### config.mk
export PLATFORM = sky130hd
export DESIGN_NAME = nios_system_switch_poller
export DESIGN_NICKNAME = d
export VERILOG_FILES = /design/src/rtl/nios_system_switch_poller_pkg.sv /design/src/rtl/nios_system_poll_timer.sv /design/src/rtl/nios_system_switch_poller.sv
export SDC_FILE = /design/constraint.sdc
export NUM_CORES = 1
export LEC_CHECK = 0
export ABC_CLOCK_PERIOD_IN_PS = 2110
export BUFFER_PORTS_ARGS = -buffer_cell sky130_fd_sc_hd__clkbuf_2
export CAP_MARGIN = 20
export CELL_PAD_IN_SITES_DETAIL_PLACEMENT = 1
export CELL_PAD_IN_SITES_GLOBAL_PLACEMENT = 1
export CORE_UTILIZATION = 40
export DETAILED_ROUTE_END_ITERATION = 10
export PLACE_DENSITY_LB_ADDON = 0.2
export SLEW_MARGIN = 20
export SYNTH_ARGS = -nofsm -noshare
export SYNTH_HDL_FRONTEND = slang
export SYNTH_SLANG_ARGS = --single-unit
### constraint.sdc
create_clock -name clk -period 2.11 [get_ports clk]
set_input_delay 0.1055 -clock clk [delete_from_list [all_inputs] [get_ports clk]]
set_output_delay 0.1055 -clock clk [all_outputs]
set_load 0.02 [all_outputs]
### src/rtl/nios_system_switch_poller_pkg.sv
// Shared definitions for the switch poller: poll FSM encoding and the
// register address of the switch PIO data port.
package nios_system_switch_poller_pkg;

  typedef enum logic [1:0] {
    IDLE = 2'd0,
    READ = 2'd1,
    WAIT = 2'd2
  } poll_state_t;

  localparam logic [1:0] PIO_DATA_ADDR = 2'd0;

endpackage

### src/rtl/nios_system_poll_timer.sv
// Poll interval down-counter: ticks once every POLL_DIV enabled cycles and
// is held at its reload value whenever enable is low.
module nios_system_poll_timer #(
  parameter int POLL_DIV = 50000
) (
  input  logic clk,
  input  logic reset_n,
  input  logic enable,
  output logic tick
);

  localparam int CNT_W = (POLL_DIV > 1) ? $clog2(POLL_DIV) : 1;
  localparam logic [CNT_W-1:0] RELOAD = CNT_W'(POLL_DIV - 1);

  logic [CNT_W-1:0] count;

  always_ff @(posedge clk or negedge reset_n) begin
    if (!reset_n) begin
      count <= RELOAD;
    end else if (!enable || (count == '0)) begin
      count <= RELOAD;
    end else begin
      count <= count - CNT_W'(1);
    end
  end

  assign tick = enable && (count == '0);

endmodule

### src/rtl/nios_system_switch_poller.sv
// Avalon-MM read master that polls the switch PIO, debounces the samples and
// publishes a stable switch vector with change pulse, change mask and sticky irq.
module nios_system_switch_poller
  import nios_system_switch_poller_pkg::*;
#(
  parameter int DATA_W       = 8,
  parameter int POLL_DIV     = 50000,
  parameter int STABLE_CNT   = 4,
  parameter int READ_LATENCY = 1
) (
  input  logic              clk,
  input  logic              reset_n,
  input  logic              enable,
  output logic [1:0]        m_address,
  output logic              m_read,
  input  logic [31:0]       m_readdata,
  output logic [DATA_W-1:0] switches_out,
  output logic [DATA_W-1:0] changed_bits,
  output logic              change_pulse,
  output logic              irq,
  input  logic              irq_ack
);

  localparam int SC_W  = $clog2(STABLE_CNT + 1);
  localparam int LAT_W = $clog2(READ_LATENCY + 1);

  poll_state_t       state, state_next;
  logic              poll_tick;
  logic              sample_strobe;
  logic [LAT_W-1:0]  lat_cnt;
  logic [DATA_W-1:0] sample;
  logic [DATA_W-1:0] candidate, cand_next;
  logic [SC_W-1:0]   stable_cnt, cnt_next;
  logic              accept;

  nios_system_poll_timer #(
    .POLL_DIV(POLL_DIV)
  ) u_poll_timer (
    .clk    (clk),
    .reset_n(reset_n),
    .enable (enable),
    .tick   (poll_tick)
  );

  generate
    if (DATA_W < 32) begin : g_upper_bits
      logic unused_upper;
      assign unused_upper = ^m_readdata[31:DATA_W];
    end
  endgenerate

  assign m_address     = PIO_DATA_ADDR;
  assign sample        = m_readdata[DATA_W-1:0];
  assign sample_strobe = (state == WAIT) && (lat_cnt == LAT_W'(READ_LATENCY));

  always_ff @(posedge clk or negedge reset_n) begin
    if (!reset_n) begin
      state <= IDLE;
    end else begin
      state <= state_next;
    end
  end

  // A poll tick arriving outside IDLE is dropped; POLL_DIV >= READ_LATENCY+2 keeps that from happening.
  always_comb begin
    state_next = state;
    m_read     = 1'b0;
    case (state)
      IDLE: if (poll_tick) state_next = READ;
      READ: begin
        m_read     = 1'b1;
        state_next = WAIT;
      end
      WAIT: if (sample_strobe) state_next = IDLE;
      default: state_next = IDLE;
    endcase
  end

  always_ff @(posedge clk or negedge reset_n) begin
    if (!reset_n) begin
      lat_cnt <= '0;
    end else if (state == READ) begin
      lat_cnt <= LAT_W'(1);
    end else if ((state == WAIT) && !sample_strobe) begin
      lat_cnt <= lat_cnt + LAT_W'(1);
    end
  end

  // Acceptance looks at the post-update count so STABLE_CNT=1 accepts on the loading sample.
  always_comb begin
    cand_next = candidate;
    cnt_next  = stable_cnt;
    accept    = 1'b0;
    if (sample_strobe) begin
      if (sample != candidate) begin
        cand_next = sample;
        cnt_next  = SC_W'(1);
      end else if (stable_cnt != SC_W'(STABLE_CNT)) begin
        cnt_next = stable_cnt + SC_W'(1);
      end
      accept = (cnt_next == SC_W'(STABLE_CNT)) && (cand_next != switches_out);
    end
  end

  always_ff @(posedge clk or negedge reset_n) begin
    if (!reset_n) begin
      candidate    <= '0;
      stable_cnt   <= '0;
      switches_out <= '0;
      changed_bits <= '0;
      change_pulse <= 1'b0;
      irq          <= 1'b0;
    end else begin
      candidate    <= cand_next;
      stable_cnt   <= cnt_next;
      change_pulse <= accept;
      if (accept) begin
        switches_out <= cand_next;
        changed_bits <= cand_next ^ switches_out;
      end
      if (accept) begin
        irq <= 1'b1;
      end else if (irq_ack) begin
        irq <= 1'b0;
      end
    end
  end

endmodule

==> results by stage <==
Pwr:
- The switching part of the total is 0.2377.
- The share of power burned in the clock network is 0.353.
- The switching power is 385.8 uW.
- The power share of the sequential group is 0.582.
- Summed over all cells, the static leakage comes to 1.383 nW.
- The total internal power is about 1.2 mW.
- Dividing total power by cell area gives a power density of 593.4 nW/um^2.
- The share of power burned in combinational logic is 0.065.
- The worst-case IR drop observed on VDD is 0.2202 mV.

Placed design:
- The post-detailed-placement half-perimeter wirelength is 3280 um.
- Once placement completed, the tool counted placed cells totaling approximately 300.
- The routability-driven placement congestion ratio is 0.6666.
- The placement-stage cell area is 2603 um^2.
- Port buffering added 30 buffers.

Synthesis:
- The count of flip-flops with a built-in enable after synthesis is 0.
- The async set or reset register ratio after synthesis is 1.000.
- During synthesis, Yosys emitted a total of 0 warnings.
- The number of cells produced by synthesis is 196.
- In this run, synthesis produced a sequential element count of 48.
- The share of synthesized area in the top cell type comes to 0.4129.
- The cell area that synthesis handed to floorplanning was 2364 um^2.
- The sequential fraction of the synthesis area is 0.5130.
- By area the synthesized netlist is led by dfrtp_1, dfstp_2, xor2_1, mux2_2, mux2_4.
- A synthesized cell averages approximately 12 um^2.
- Summed over all instances, the cell type with the most area after synthesis is dfrtp_1.
- In the synthesized netlist the dominant register cell turns out to be dfrtp_1.
- The number of distinct library cell variants in the gate-level netlist after synthesis is 37.

Detailed routing:
- After detailed routing, the number of vias per cell comes to a little under 5.
- The total DRC errors in the routed layout is 0.
- The violation count after the first detailed-route iteration is 53.
- The number of nets with antenna violations after detailed routing is 0.
- After detailed routing, the total wire length is 4424 um.
- The first TritonRoute pass finished after 4 iterations.
- The final route contains 1,514 vias.
- After detailed routing, the average wire length per cell comes to 14.27 um.

Timing:
- In the finished design, the share of the clock period the worst path needs comes to 0.9077.
- The tightest hold path in the finished design has a slack of 0.08507 ns.
- Setup repair after global routing left no endpoint under its margin.
- Headroom to the max-slew limit came out at 0.5491.
- The shortest period the worst path allows is 1.915 ns.
- The final count of pins violating max slew is 0.
- Static timing analysis puts the maximum clock frequency at between 500 and 600 MHz.
- The final-report hold violation count is 0.
- The final total negative setup slack is 0 ns.
- The final number of setup-violating endpoints is 0.
- For the pin with the worst max-slew slack, the measured transition is 0.6749 ns.
- Between clock sinks in the finished design, the worst skew comes to 0.003123 ns.

Finish:
- For this run, the post-layout net count is 277.
- The fraction of final layout cells with drive strength greater than 1 is 0.3529.
- At the end of the flow the core is filled with cells to 0.4877.
- The antenna cell count is 0.
- The summed area of non-filler cells in the final layout is 2735 um^2.
- Compared with the post-synthesis result, the final layout area differs by 15.72%.
- In the layout the commonest cells are dfrtp_1, clkbuf_2, xor2_1.
- The library cell used most frequently in the layout, excluding fill and tap cells, is dfrtp_1.
- The finished layout holds 310 standard cells, fillers aside.

Clock network:
- The maximum count of clock buffers along a single path is 2.
- TritonCTS built the clock tree.
- The count of H-tree levels built during CTS is 2.
- Clock-pin slew was measured on the worst setup and hold paths at 0.09 ns.
- The clock latency of the later-clocked register in the worst-skew pair is 0.30 ns.
- The CTS root buffer is clkbuf_8.
- Counting the buffers created by CTS gives 5.
- The number of clock sinks is 48.

Flow run:
- The number of maximum-capacitance violations is 0.

Worst hold path:
- In this run the most critical hold path is launched from enable.
- The type of the worst min-delay path is input pin to register.
- Along the worst hold path, the cell count comes to 2.
- The path with the worst hold slack has its endpoint at state[0].

Setup path:
- The worst setup path is launched from a register.
- The data required time of the worst path is approximately 2.3 ns.
- In this run the worst path has a maximum fanout of 18.
- The slack of the worst reg-to-reg path is 0.19 ns.
- At the worst endpoint, the arrival time is 2.10 ns.
- In this run the worst setup path begins at stable_cnt[0].
- The worst register-to-register path has a depth of 8.
- The endpoint of the lowest-slack register-to-register path is switches_out[2].
- In this run the critical register-to-register path is launched from stable_cnt[0].
- The path type of the worst setup path is register to register.
- The sort of element at the end of the critical path is a register.

Global routing:
- Entering global routing, the biggest net connects 21 pins.
- The number of antenna violations at the first check in global routing is 0.
- The global-route wire length before repair is between 8000 and 9000 um.
- In the global route stage, overall resource usage came out at 0.1651.
- The total congestion overflow after global routing is 0.
- The via count of the first global-routing pass was roughly 1,700.

Die:
- For this design the top-level I/O count stands at 57.
- The total core area is 5608 um^2.
- The initial core utilization is 0.4215.
- The floorplan die width is around 80 um.
- The overall die area is ~6200 um^2.
- The row count is 27.
- The overall die height is 78.87 um.

Outcome:
- The flow ran to the end, and the final reports show no timing, DRC or antenna violations.
[logic make-up after synthesis]
family	count (synthesis)	share of synthesized area
flops	48	0.5130
other cells	1	0.001587
mux	26	0.1355
simple gates	60	0.1382
fa+ha+maj	4	0.02118
buf+inv	12	0.02911
compound gates	8	0.02435
xor+xnor	37	0.1371
[registers in the layout (all words and copies together) (netlist names)]
name,count
u_poll_timer.count,16
candidate,8
changed_bits,8
switches_out,8
stable_cnt,3
state,2
change_pulse,1
irq,1
lat_cnt,1
[through the flow]
stage               total power, mW  worst slack, ns
floorplan                     1.019           0.2636
global placement              1.065          0.09878
detailed placement            1.068          0.06407
CTS                           1.642          0.05388
global route                  1.692          0.04289
finish                        1.623           0.1948
[power groups by stage]
| stage | sequential [mW] | combinational, mW | clock, mW |
|---|---|---|---|
| floorplan | 0.960 | 0.0586 | 0 |
| global placement | 0.961 | 0.103 | 0 |
| detailed placement | 0.962 | 0.106 | 0 |
| CTS | 0.945 | 0.110 | 0.588 |
| global route | 0.947 | 0.122 | 0.624 |
| finish | 0.945 | 0.106 | 0.572 |
[synthesized netlist by cell type (2+ instances only)]
cell type   n
dfrtp_1    39
xor2_1     26
nand2_1    17
mux2_2     16
nor2_1     16
xnor2_1    11
dfstp_2     9
mux2_4      8
inv_1       7
nor3_1      5
nor4_1      5
ha_1        4
nor2b_1     3
a21oi_1     2
and3_1      2
buf_4       2
buf_6       2
mux2i_1     2
nor4_2      2
[how the worst max path moves through the flow]
stage,to,slack [ns],cells after the start
after global placement,switches_out[7],0.1,7
after floorplan,changed_bits[7],0.26,8
after CTS,switches_out[2],0.05,7
after detailed placement,switches_out[2],0.06,7
final,switches_out[2],0.19,8
after global routing,switches_out[2],0.04,8
[area by class of cell]
class / instances / area, um^2
Clock buffer: 6 / 82.58
Clock inverter: 2 / 10.01
Fill cell: 627 / 2873
Inverter: 7 / 26.28
Multi-Input combinational cell: 137 / 1086
Sequential cell: 48 / 1212
Tap cell: 72 / 90.09
Timing Repair Buffer: 38 / 227.7
[worst max-delay path, cell delays in order, from the launching register on]
cell	delay (ns)
dfrtp_1	0.39
inv_1	0.09
ha_1	0.31
nor2b_1	0.11
mux2i_1	0.08
a21oi_1	0.21
nand3b_4	0.11
buf_12	0.19
mux2_4	0.30
[routing by layer]
layer | part of all wire | vias up | global-route usage
met5 | 0 | - | 0
met4 | 0.0088 | 0 | 0.03818
met3 | 0.032 | 6 | 0.03908
met2 | 0.49 | 22 | 0.2748
met1 | 0.47 | 754 | 0.2175
li1 | - | 732 | -
[repair_timing]
item | CTS | global route
hold buffers | 2 | 0
endpoints found under the hold margin | 12 | 0
setup endpoints to repair | 0 | 16
gates resized for setup | 0 | 0
buffers inserted | 0 | 1
Note: power is estimated with default switching activity, not from simulation.
